`src/rtl/i2s_rx.sv`:
```
// I2S receiver: synchronizes bclk/lrclk/sdata into the clk domain, deserializes
// 24-bit left/right words and presents them as a pair with a one-cycle valid strobe.
module i2s_rx #(
    parameter int SYNC_STAGES = 2
) (
    input  logic        clk,
    input  logic        rst_n,
    input  logic        bclk,
    input  logic        lrclk,
    input  logic        sdata,
    output logic [23:0] left_out,
    output logic [23:0] right_out,
    output logic        sample_valid,
    output logic        frame_err
);

    localparam logic [1:0] IDLE  = 2'd0;
    localparam logic [1:0] ALIGN = 2'd1;
    localparam logic [1:0] SHIFT = 2'd2;
    localparam logic [1:0] DRAIN = 2'd3;

    logic [SYNC_STAGES-1:0] bclk_sync;
    logic [SYNC_STAGES-1:0] lrclk_sync;
    logic [SYNC_STAGES-1:0] sdata_sync;
    logic                   bclk_s;
    logic                   lrclk_s;
    logic                   sdata_s;
    logic                   bclk_prev;
    logic                   bclk_rise;

    logic [1:0]             state;
    logic [4:0]             bit_cnt;
    logic [23:1]            shift_reg;
    logic                   channel;
    logic                   lrclk_prev;
    logic                   left_held;
    logic [23:0]            left_hold;
    logic [23:0]            right_hold;
    logic                   pair_go;
    logic [23:0]            word;
    logic                   lr_changed;

    always_ff @(posedge clk or negedge rst_n) begin
        if (!rst_n) begin
            bclk_sync  <= '0;
            lrclk_sync <= '0;
            sdata_sync <= '0;
            bclk_prev  <= 1'b0;
        end else begin
            bclk_sync  <= {bclk_sync[SYNC_STAGES-2:0], bclk};
            lrclk_sync <= {lrclk_sync[SYNC_STAGES-2:0], lrclk};
            sdata_sync <= {sdata_sync[SYNC_STAGES-2:0], sdata};
            bclk_prev  <= bclk_s;
        end
    end

    // All three lines are taken from the same stage so lrclk/sdata line up with the bclk edge.
    assign bclk_s     = bclk_sync[SYNC_STAGES-1];
    assign lrclk_s    = lrclk_sync[SYNC_STAGES-1];
    assign sdata_s    = sdata_sync[SYNC_STAGES-1];
    assign bclk_rise  = bclk_s & ~bclk_prev;
    assign lr_changed = (lrclk_s != lrclk_prev);
    assign word       = {shift_reg, sdata_s};

    always_ff @(posedge clk or negedge rst_n) begin
        if (!rst_n) begin
            state        <= IDLE;
            bit_cnt      <= 5'd0;
            shift_reg    <= '0;
            channel      <= 1'b0;
            lrclk_prev   <= 1'b1;
            left_held    <= 1'b0;
            left_hold    <= '0;
            right_hold   <= '0;
            pair_go      <= 1'b0;
            left_out     <= '0;
            right_out    <= '0;
            sample_valid <= 1'b0;
            frame_err    <= 1'b0;
        end else begin
            sample_valid <= 1'b0;
            frame_err    <= 1'b0;
            pair_go      <= 1'b0;

            if (pair_go) begin
                left_out     <= left_hold;
                right_out    <= right_hold;
                sample_valid <= 1'b1;
                left_held    <= 1'b0;
            end

            if (bclk_rise) begin
                lrclk_prev <= lrclk_s;
                case (state)
                    IDLE: begin
                        if (!lrclk_s && lrclk_prev) begin
                            state   <= ALIGN;
                            channel <= lrclk_s;
                        end
                    end
                    ALIGN: begin
                        shift_reg[23] <= sdata_s;
                        bit_cnt       <= 5'd1;
                        state         <= SHIFT;
                    end
                    SHIFT: begin
                        // The LSB edge completes the word even if lrclk flips on it (24-bit slots).
                        if (bit_cnt == 5'd23) begin
                            bit_cnt <= 5'd24;
                            if (!channel) begin
                                left_hold <= word;
                                left_held <= 1'b1;
                            end else if (left_held) begin
                                right_hold <= word;
                                pair_go    <= 1'b1;
                            end
                            if (lr_changed) begin
                                state   <= ALIGN;
                                channel <= lrclk_s;
                            end else begin
                                state <= DRAIN;
                            end
                        end else if (lr_changed) begin
                            frame_err <= 1'b1;
                            left_held <= 1'b0;
                            bit_cnt   <= 5'd0;
                            state     <= ALIGN;
                            channel   <= lrclk_s;
                        end else begin
                            shift_reg[5'd23 - bit_cnt] <= sdata_s;
                            bit_cnt                    <= bit_cnt + 5'd1;
                        end
                    end
                    DRAIN: begin
                        if (lr_changed) begin
                            state   <= ALIGN;
                            channel <= lrclk_s;
                        end
                    end
                    default: state <= IDLE;
                endcase
            end
        end
    end

endmodule

```
`config.mk`:
```
export PLATFORM = sky130hd
export DESIGN_NAME = i2s_rx
export DESIGN_NICKNAME = d
export VERILOG_FILES = /design/src/rtl/i2s_rx.sv
export SDC_FILE = /design/constraint.sdc
export NUM_CORES = 1
export LEC_CHECK = 0
export ABC_AREA = 1
export CORE_ASPECT_RATIO = 0.9
export CORE_UTILIZATION = 30
export CTS_CLUSTER_DIAMETER = 200
export CTS_CLUSTER_SIZE = 14
export DETAILED_ROUTE_END_ITERATION = 10
export PLACE_DENSITY = 0.44
export SLEW_MARGIN = 40
export SYNTH_ARGS = -nofsm -noshare
export SYNTH_HDL_FRONTEND = slang
export SYNTH_SLANG_ARGS = --single-unit
```
`constraint.sdc`:
```
create_clock -name clk -period 2.7 [get_ports clk]
set_input_delay 0.54 -clock clk [delete_from_list [all_inputs] [get_ports clk]]
set_output_delay 0.54 -clock clk [all_outputs]
set_load 0.1 [all_outputs]
```
== After elaboration in Yosys (flattened, before gate mapping) ==
Index checks and enable logic that the tools add are counted.

* Register bits after elaboration: 139

* Order comparisons: 2
* Mux-type cells: 33
* Add/subtract/negate cells: 2
* Eq/ne operators: 9
* Bitwise gates (word level): 5
* Reduce and logical (&&, ||, !) cells: 14

{| class="wikitable"
|+ Operators by type and width
! kind !! count
|-
| $mux 23 || 2
|-
| $bwmux 23 || 1
|-
| $mux 1 || 19
|-
| $reduce_and 4->1 || 4
|-
| $mux 5 || 2
|-
| $pmux 5 s2 || 1
|-
| $mux 2 || 4
|-
| $pmux 2 s4 || 1
|-
| $lt 5x6->1 const B || 1
|-
| $ne 2x2->1 const B || 3
|-
| $add 5x1->5 const B || 1
|-
| $demux 1 s5 || 1
|-
| $eq 5x5->1 const B || 1
|-
| $ge 5x1->1 const B || 1
|-
| $reduce_and 5->1 || 1
|-
| $sub 5x5->5 const A || 1
|-
| $eq 2x2->1 const B || 2
|-
| $not 1->1 || 4
|-
| $pmux 1 s2 || 2
|-
| $reduce_and 2->1 || 2
|-
| $reduce_bool 2->1 || 2
|-
| $eq 2x1->1 const B || 1
|-
| $logic_and 1x1->1 || 2
|-
| $logic_not 2->1 || 1
|-
| other kinds (5) || 5
|}

== Logic depth before layout (Yosys ltp) ==
Gate-level depths: netlist of the first run.

* Depth after elaboration: 9
* Gate-level depth with buffers: 12
* Depth with buffers taken out: 9

== Worst setup path after synthesis of the first run ==
No wires, ideal clock.

* Kind: reg-to-reg
* Start point: register state[0]
* End point: register right_hold[17]
* Cell stages (with the launch flop): 13
* Clock period less this slack: 1668 ps
* Setup slack: 1032 ps
* Path buffers: 3
* Setup time: 130 ps
* Arrival time: 1537 ps
* Cells stage by stage: dfrtp_1 inv_1 ha_1 buf_4 inv_4 nor2_4 inv_2 nor2_1 nand2_1 buf_6 buf_6 nand2_1 o21ai_1

* Longest elaborated chain between the ends: 2

{| class="wikitable"
|+ RTL lines
! item !! RTL line !! text
|-
| start, declared || 31 || <nowiki>logic [1:0] state;</nowiki>
|-
| start signal, assigned || 67 || <nowiki>state <= IDLE;</nowiki>
|-
| start signal, assigned || 97 || <nowiki>state <= ALIGN;</nowiki>
|-
| start signal, assigned || 104 || <nowiki>state <= SHIFT;</nowiki>
|-
| $eq 2x2->1 || 94 || <nowiki>case (state)</nowiki>
|-
| $reduce_and 5->1 (no source line) || n/a ||
|-
| end signal, assigned || 114 || <nowiki>right_hold <= word;</nowiki>
|-
| end, declared || 38 || <nowiki>logic [23:0] right_hold;</nowiki>
|}

Every way passes these cells.
A chain may end at the register's enable or synchronous reset.

== Worst setup path in the final report of the first run ==
* Start point: register state[0]
* End point: register shift_reg[8] (netlist bit)

* Longest elaborated chain between the ends: 2

{| class="wikitable"
|+ RTL lines
! item !! RTL line !! text
|-
| $eq 2x2->1 || 94 ||
|-
| $reduce_and 4->1 (no source line) || n/a ||
|-
| end signal, assigned by index || 130 || <nowiki>shift_reg[5'd23 - bit_cnt] <= sdata_s;</nowiki>
|-
| end, declared || 33 || <nowiki>logic [23:1] shift_reg;</nowiki>
|}

Every way passes these cells.

==> out/qor_table.md, run 1 <==
| Quantity | Reported |
|---|---|
| Worst reg2reg setup slack | 0.65 ns |
| Wirelength per Cell | 13.2 µm |
| Required time reported for the critical path endpoint | 2.98 ns |
| Post-Synthesis Net Count | 645 |
| Final Max Slew Viols | 0 |
| Starting utilization of the core area | 30.9% |
| CTS Root Cell | clkbuf_16 |
| Maximum operating frequency | 488 MHz |
| Number of global-route vias before repair | 4,210 |
| Cell types occupying the most area after synthesis | dfrtp_1, nand2_1, nand3_1 |
| Fraction of layout instances using a drive strength above 1 | 16.2% |
| Die Span X | 148 µm |
| Top cell type by total area after synthesis | dfrtp_1 |
| Period minus WS final | 2.05 ns |
| Die height | 133 µm |
| Total power divided by cell area | 705 nW/µm² |
| Unrepaired setup endpoints after global routing | no |
| WS Path Type | reg2reg |
| Footprint of the multi-input gates | 1920 µm² |
| Count of final setup violators | 0 |
| Sequential cell area | 3480 µm² |
| All-layer global routing usage | 14.0% |
| Critical Path Start Type | flop |
| Endpoint of the most critical register-to-register path | shift_reg[8]$_DFFE_PN0P_ |
| Library cells used by synthesis | 28 |
| WL met3 | 529 µm |
| Drt first pass iters | 5 |
| DRT Wirelength | 12,300 µm |
| First-pass GRT wire length | 21,600 µm |
| Num CTS Buffers | 17 |
| Number of hold violations in the final report | 0 |
| Remaining global-route overflow | 0 |
| Fraction of synthesized cell area taken by the top area cell type | 60.1% |
| Layout Cells excl Fill | 937 |
| Placed cell count | 907 |
| Antenna violations before repair | 0 |
| Core area | 18,600 µm² |
| Maximum ir drop on the vdd rail | 0.416 mV |
| Type of the tightest min-delay check | in2async |
| Full die area | 19,700 µm² |
| Worst Clk Skew | 0.00801 ns |
| Setup crit end kind | flop |
| CTS sink count | 139 |
| Total Nets Final | 695 |
| Clock Latency Late Sink | 0.42 ns |
| Vias after detailed routing | 4,179 |
| Total number of H-tree levels | 4 |
| N_diodes | 0 |
| Maximum clock path buffer count | 2 |
| Io pins | 55 |
| Dpl ws | 0.650 ns |
| Part of the Yosys area used for sequential elements | 60.5% |
| TritonCTS clock tree | built |
| Part of the cycle the worst path needs | 75.9% |
| Met1 layer wirelength in the final routing | 6230 µm |
| Status | completed |
| Max Fanout on Critical Path | 43 |
| Gate Count Post-Synth | 631 |
| PnR Total Power | 4880 µW |
| Setup TNS | 0 ns |
| Placer's final routability congestion estimate | 0.830 |
| Post-cts gate resize count | 0 |
| Startpoint of the worst register-to-register path | state[0]$_DFFE_PN0P_ |
| Syn-to-layout area delta | 20.5% |
| Hold-fix buffers at CTS | 0 |
| Clock Pin Slew Worst Setup and Hold Paths | 0.06 ns |
| Fin worst setup slack | 0.652 ns |
| CP endpoint | shift_reg[8]$_DFFE_PN0P_ |
| Launch point of the critical path | state[0]$_DFFE_PN0P_ |
| Number of port buffers | 54 |
| First-iteration detailed-routing DRC count | 205 |
| Detailed route wirelength on metal2 | 5470 µm |
| Count of standard-cell rows | 47 |
| Netlist Area Pre-Place | 5750 µm² |
| Highest metal layer used by the detailed router | met4 |
| Slew Limit Headroom | 56.1% |
| Pin count of the biggest net entering global routing | 56 |
| Reg2Reg Depth | 10 |
| Worst hold margin | 0.0804 ns |
| ANT nets after route | 0 |
| # fillers | 1,965 |
| Syn. warnings | 0 |
| Detailed-placement wirelength estimate | 8410 µm |
| Mean instance size in the synthesized netlist | 9.11 µm² |
| Max-cap viol count | 0 |
| DR vias/cell | 4.46 |
| Remaining routing DRC violations | 0 |
| Leak | 0.00355 µW |
| Arrival time worst endpoint | 2.33 ns |
| Total of flip-flops plus latches after synthesis | 139 |
| Slew @ Worst Pin | 0.653 ns |
| Buffers inserted during post-CTS setup optimization | 0 |
power by group:
part | switching, µW | internal (µW)
Sequential | 58.4 | 2140
Clock | 874 | 1330
Combinational | 349 | 132
Total | 1280 | 3600
worst min-delay path by stage:
stage	from	slack (ns)	to
2_1_floorplan	rst_n	0.24	bclk_prev$_DFF_PN0_
3_3_place_gp	bclk_sync[0]$_DFF_PN0_	0.33	bclk_sync[1]$_DFF_PN0_
3_5_place_dp	lrclk_sync[0]$_DFF_PN0_	0.33	lrclk_sync[1]$_DFF_PN0_
4_1_cts	rst_n	0.09	left_out[9]$_DFFE_PN0P_
5_1_grt	rst_n	0.1	right_out[7]$_DFFE_PN0P_
6_report	rst_n	0.08	right_out[7]$_DFFE_PN0P_
cells in the final DEF, fill, tap and decap left out:
master	instances
nand2_1	265
dfrtp_1	138
buf_4	58
inv_1	40
nand3_1	33
o21ai_0	28
nand4_1	22
o21ai_1	21
clkbuf_16	17
nor2_1	11
o21ai_2	9
ha_1	9
nor3_1	4
clkinvlp_4	4
inv_2	3
nor2_4	3
clkbuf_8	3
clkinv_2	3
clkdlybuf4s50_1	3
nand2_2	2
a21oi_1	2
o211ai_1	2
inv_6	2
nand2_4	1
inv_4	1
nand3b_4	1
xor2_1	1
clkinv_1	1
nor3_2	1
bufinv_16	1
buf_6	1
dfstp_2	1
buf_12	1
cell families (layout without fill, tap and decap cells):
family | Yosys count | after routing | share of synthesized area [%]
AO/OA/AOI/OAI | 62 | 62 | 6.07
XOR/XNOR | 1 | 1 | 0.152
adder cells (fa/ha/maj) | 9 | 9 | 1.96
buffers and inverters | 77 | 138 | 6.16
flip-flops | 139 | 139 | 60.5
AND/OR/NAND/NOR | 343 | 343 | 25.2
worst max-delay path: stages, from the launching register on:
cell	delay, ns
dfrtp_1	0.40
inv_1	0.13
ha_1	0.36
inv_4	0.07
nor2_4	0.16
inv_2	0.08
nor2_4	0.10
buf_4	0.35
nand2_1	0.12
nand2_1	0.07
o21ai_0	0.07
synth_stat cells:
cell type	instances
nand2_1	265
inv_2	3
clkinv_1	1
nor2_1	11
dfstp_2	1
buf_6	5
buf_1	2
clkbuf_1	17
buf_4	6
inv_1	40
nor2_4	3
nand2_2	2
nor3_2	1
nand3_1	33
dfrtp_1	138
o21ai_0	28
o211ai_1	2
ha_1	9
o21ai_1	21
buf_2	2
nand3b_4	1
nand4_1	22
o21ai_2	9
nand2_4	1
inv_4	1
nor3_1	4
xor2_1	1
a21oi_1	2
metal layers:
layer,vias up,track usage (%)
met3,10,3.77
met2,66,21.0
met4,0,5.61
met5,-,0
met1,1990,19.2
li1,2113,-
metrics by stage:
| step | utilization (%) | cell area (µm²) |
|---|---|---|
| after floorplan | - | 5750 |
| after global placement | 34.3 | 6370 |
| after detailed placement | 34.3 | 6370 |
| after CTS | 37.3 | 6930 |
| after global routing | 37.3 | 6930 |
| final | 37.3 | 6930 |
layout make-up:
type                            count  share of cell area (%)
Timing Repair Buffer               63                    7.17
Sequential cell                   139                    50.2
Clock buffer                       20                    6.73
Multi-Input combinational cell    415                    27.7
Clock inverter                     10                    1.34
Inverter                           45                    2.47
Tap cell                          245                    4.42
(Power assumes the default switching activity.)
==> run 2, diff against run 1 <==
clock period = 2.1 ns   (was 2.7 ns; I/O delays follow)
==> run 2 against run 1 <==
  * Worst setup slack got worse by 0.42 ns
  * Core utilization rose by 0.47 points
  * Non-clock buffer count rose by 5
  * Die area did not move
==> out/qor_table.md, run 2 (same netlist as run 1, synthesis figures left out) <==
| Quantity | Reported | Delta |
|---|---|---|
| DRT Wirelength | 12,400 µm | +0.69% |
| # fillers | 1,920 | -2.3% |
| Part of the cycle the worst path needs | 88.9% | +13 points |
| Die height | 133 µm | unchanged |
| DR vias/cell | 4.43 | -0.61% |
| Setup TNS | 0 ns | unchanged |
| Die Span X | 148 µm | unchanged |
| Final Max Slew Viols | 0 | unchanged |
| Fin worst setup slack | 0.233 ns | -0.418 ns |
| Number of hold violations in the final report | 0 | unchanged |
| All-layer global routing usage | 14.2% | +0.19 points |
| First-pass GRT wire length | 21,700 µm | +0.70% |
| Count of final setup violators | 0 | unchanged |
| Unrepaired setup endpoints after global routing | no |  |
| Required time reported for the critical path endpoint | 2.39 ns | -0.59 ns |
| Number of port buffers | 54 | unchanged |
| Remaining global-route overflow | 0 | unchanged |
| Slew Limit Headroom | 56.6% | +0.52 points |
| Wirelength per Cell | 13.2 µm | about the same |
| Core area | 18,600 µm² | unchanged |
| Commonest non-fill, non-tap cells in the layout | nand2_1, dfrtp_1, buf_4 |  |
| Status | completed |  |
| Vias after detailed routing | 4,180 | +0.024% |
| Starting utilization of the core area | 30.9% | unchanged |
| Maximum operating frequency | 536 MHz | +9.7% |
| Arrival time worst endpoint | 2.15 ns | -0.18 ns |
| Leak | 0.00358 µW | +1.0% |
| Count of standard-cell rows | 47 | unchanged |
| Most common cell after layout, fill and taps aside | nand2_1 |  |
| Syn-to-layout area delta | 22.0% |  |
| Period minus WS final | 1.87 ns | -0.182 ns |
| Clock Latency Late Sink | 0.42 ns | about the same |
| Total power divided by cell area | 903 nW/µm² | +28% |
| TritonCTS clock tree | built |  |
| Pin count of the biggest net entering global routing | 50 | -11% |
| Type of the tightest min-delay check | reg2reg |  |
| Setup crit end kind | flop |  |
| Placer's final routability congestion estimate | 0.788 | -5.1% |
| Total Nets Final | 700 | +0.72% |
| Io pins | 55 | unchanged |
| Maximum clock path buffer count | 2 | unchanged |
| Worst Clk Skew | 0.00942 ns | +0.00141 ns |
| Detailed-placement wirelength estimate | 8350 µm | -0.65% |
| Full die area | 19,700 µm² | unchanged |
| WS Path Type | reg2reg |  |
| Buffers inserted during post-CTS setup optimization | 0 | unchanged |
| Fraction of layout instances using a drive strength above 1 | 16.8% | +0.58 points |
| Antenna violations before repair | 0 | unchanged |
| Remaining routing DRC violations | 0 | unchanged |
| Maximum ir drop on the vdd rail | 0.587 mV | +41% |
| Critical Path Start Type | flop |  |
| First-iteration detailed-routing DRC count | 187 | -8.8% |
| CTS Root Cell | clkbuf_16 |  |
| Drt first pass iters | 6 | +1 |
| Number of global-route vias before repair | 4,311 | +2.4% |
| Max Fanout on Critical Path | 36 | -16% |
| ANT nets after route | 0 | unchanged |
| N_diodes | 0 | unchanged |
| Total number of H-tree levels | 4 | unchanged |
| Clock Pin Slew Worst Setup and Hold Paths | 0.06 ns | about the same |
| Slew @ Worst Pin | 0.645 ns | -0.00781 ns |
| Dpl ws | 0.238 ns | -0.412 ns |
| Max-cap viol count | 0 | unchanged |
| CTS sink count | 139 | unchanged |
| Num CTS Buffers | 17 | unchanged |
## run 2: cell count changes in the layout (fill, tap and decap cells not counted), sizes merged
cell	delta
buf	+4
clkbuf	-1
clkinv	+1
clkinvlp	+1
dlygate4sd3	+1
## run 2: timing repair
action / 4_1_cts / 5_1_grt
endpoints found under the setup margin: 0 / 0
hold buffers: 1 / 0
gates resized for setup: 0 / 0
endpoints found under the hold margin: 43 / 0
## run 2: area by class of cell
type / instances / area, µm² / area share (%)
sequential: 139 / 3480 / 49.6
inverter: 45 / 171 / 2.44
timing repair buffer: 68 / 574 / 8.18
clock inverter: 12 / 116 / 1.66
multi-input combinational: 415 / 1920 / 27.3
clock buffer: 19 / 453 / 6.45
tap: 245 / 307 / 4.37
## run 2: power by group
part | switching (µW) | total [µW] | internal [µW]
sequential | 69.8 | 2820 | 2750
combinational | 453 | 646 | 193
clock | 1180 | 2870 | 1690
total | 1700 | 6340 | 4640
## run 2: metal layers
metal | GRT usage (%) | vias to the layer above | share of wire, %
li1 | - | 2126 | -
met3 | 4.25 | 19 | 3.9
met4 | 5.73 | 0 | 1.5
met5 | 0 | - | 0
met2 | 20.8 | 69 | 43
met1 | 19.6 | 1966 | 52
## run 2: critical path, cell delays in order, from the launching register on
cell and delay, ns:
dfrtp_1 0.40, inv_1 0.11, ha_1 0.22, inv_4 0.06, nor2_4 0.15, inv_2 0.08
nor2_1 0.12, nand2_1 0.12, buf_4 0.28, nand2_1 0.09, o21ai_0 0.08
## run 2: worst paths after layout
path / end / slack, ns / from / depth (start not counted)
setup / recovery: right_hold[6]$_DFFE_PN0P_ / 0.23 / state[0]$_DFFE_PN0P_ / 10
hold / removal: sdata_sync[1]$_DFF_PN0_ / 0.35 / sdata_sync[0]$_DFF_PN0_ / 0
max in group asynchronous: left_hold[19]$_DFFE_PN0P_ / 0.93 / rst_n / 3
hold reg to reg: sdata_sync[1]$_DFF_PN0_ / 0.35 / sdata_sync[0]$_DFF_PN0_ / 0
min in group asynchronous: right_out[8]$_DFFE_PN0P_ / 0.50 / rst_n / 2
setup reg to reg: right_hold[6]$_DFFE_PN0P_ / 0.23 / state[0]$_DFFE_PN0P_ / 10
## run 2: per-stage QoR
step	hold WS, ns	cells	power [µW]	util (%)	area, µm²
2_1_floorplan	0.124	631	3290	-	5750
3_3_place_gp	0.333	911	3520	34.6	6440
3_5_place_dp	0.337	911	3520	34.6	6440
4_1_cts	0.351	943	6440	37.8	7020
5_1_grt	0.357	943	6660	37.8	7020
6_report	0.355	943	6340	37.8	7020
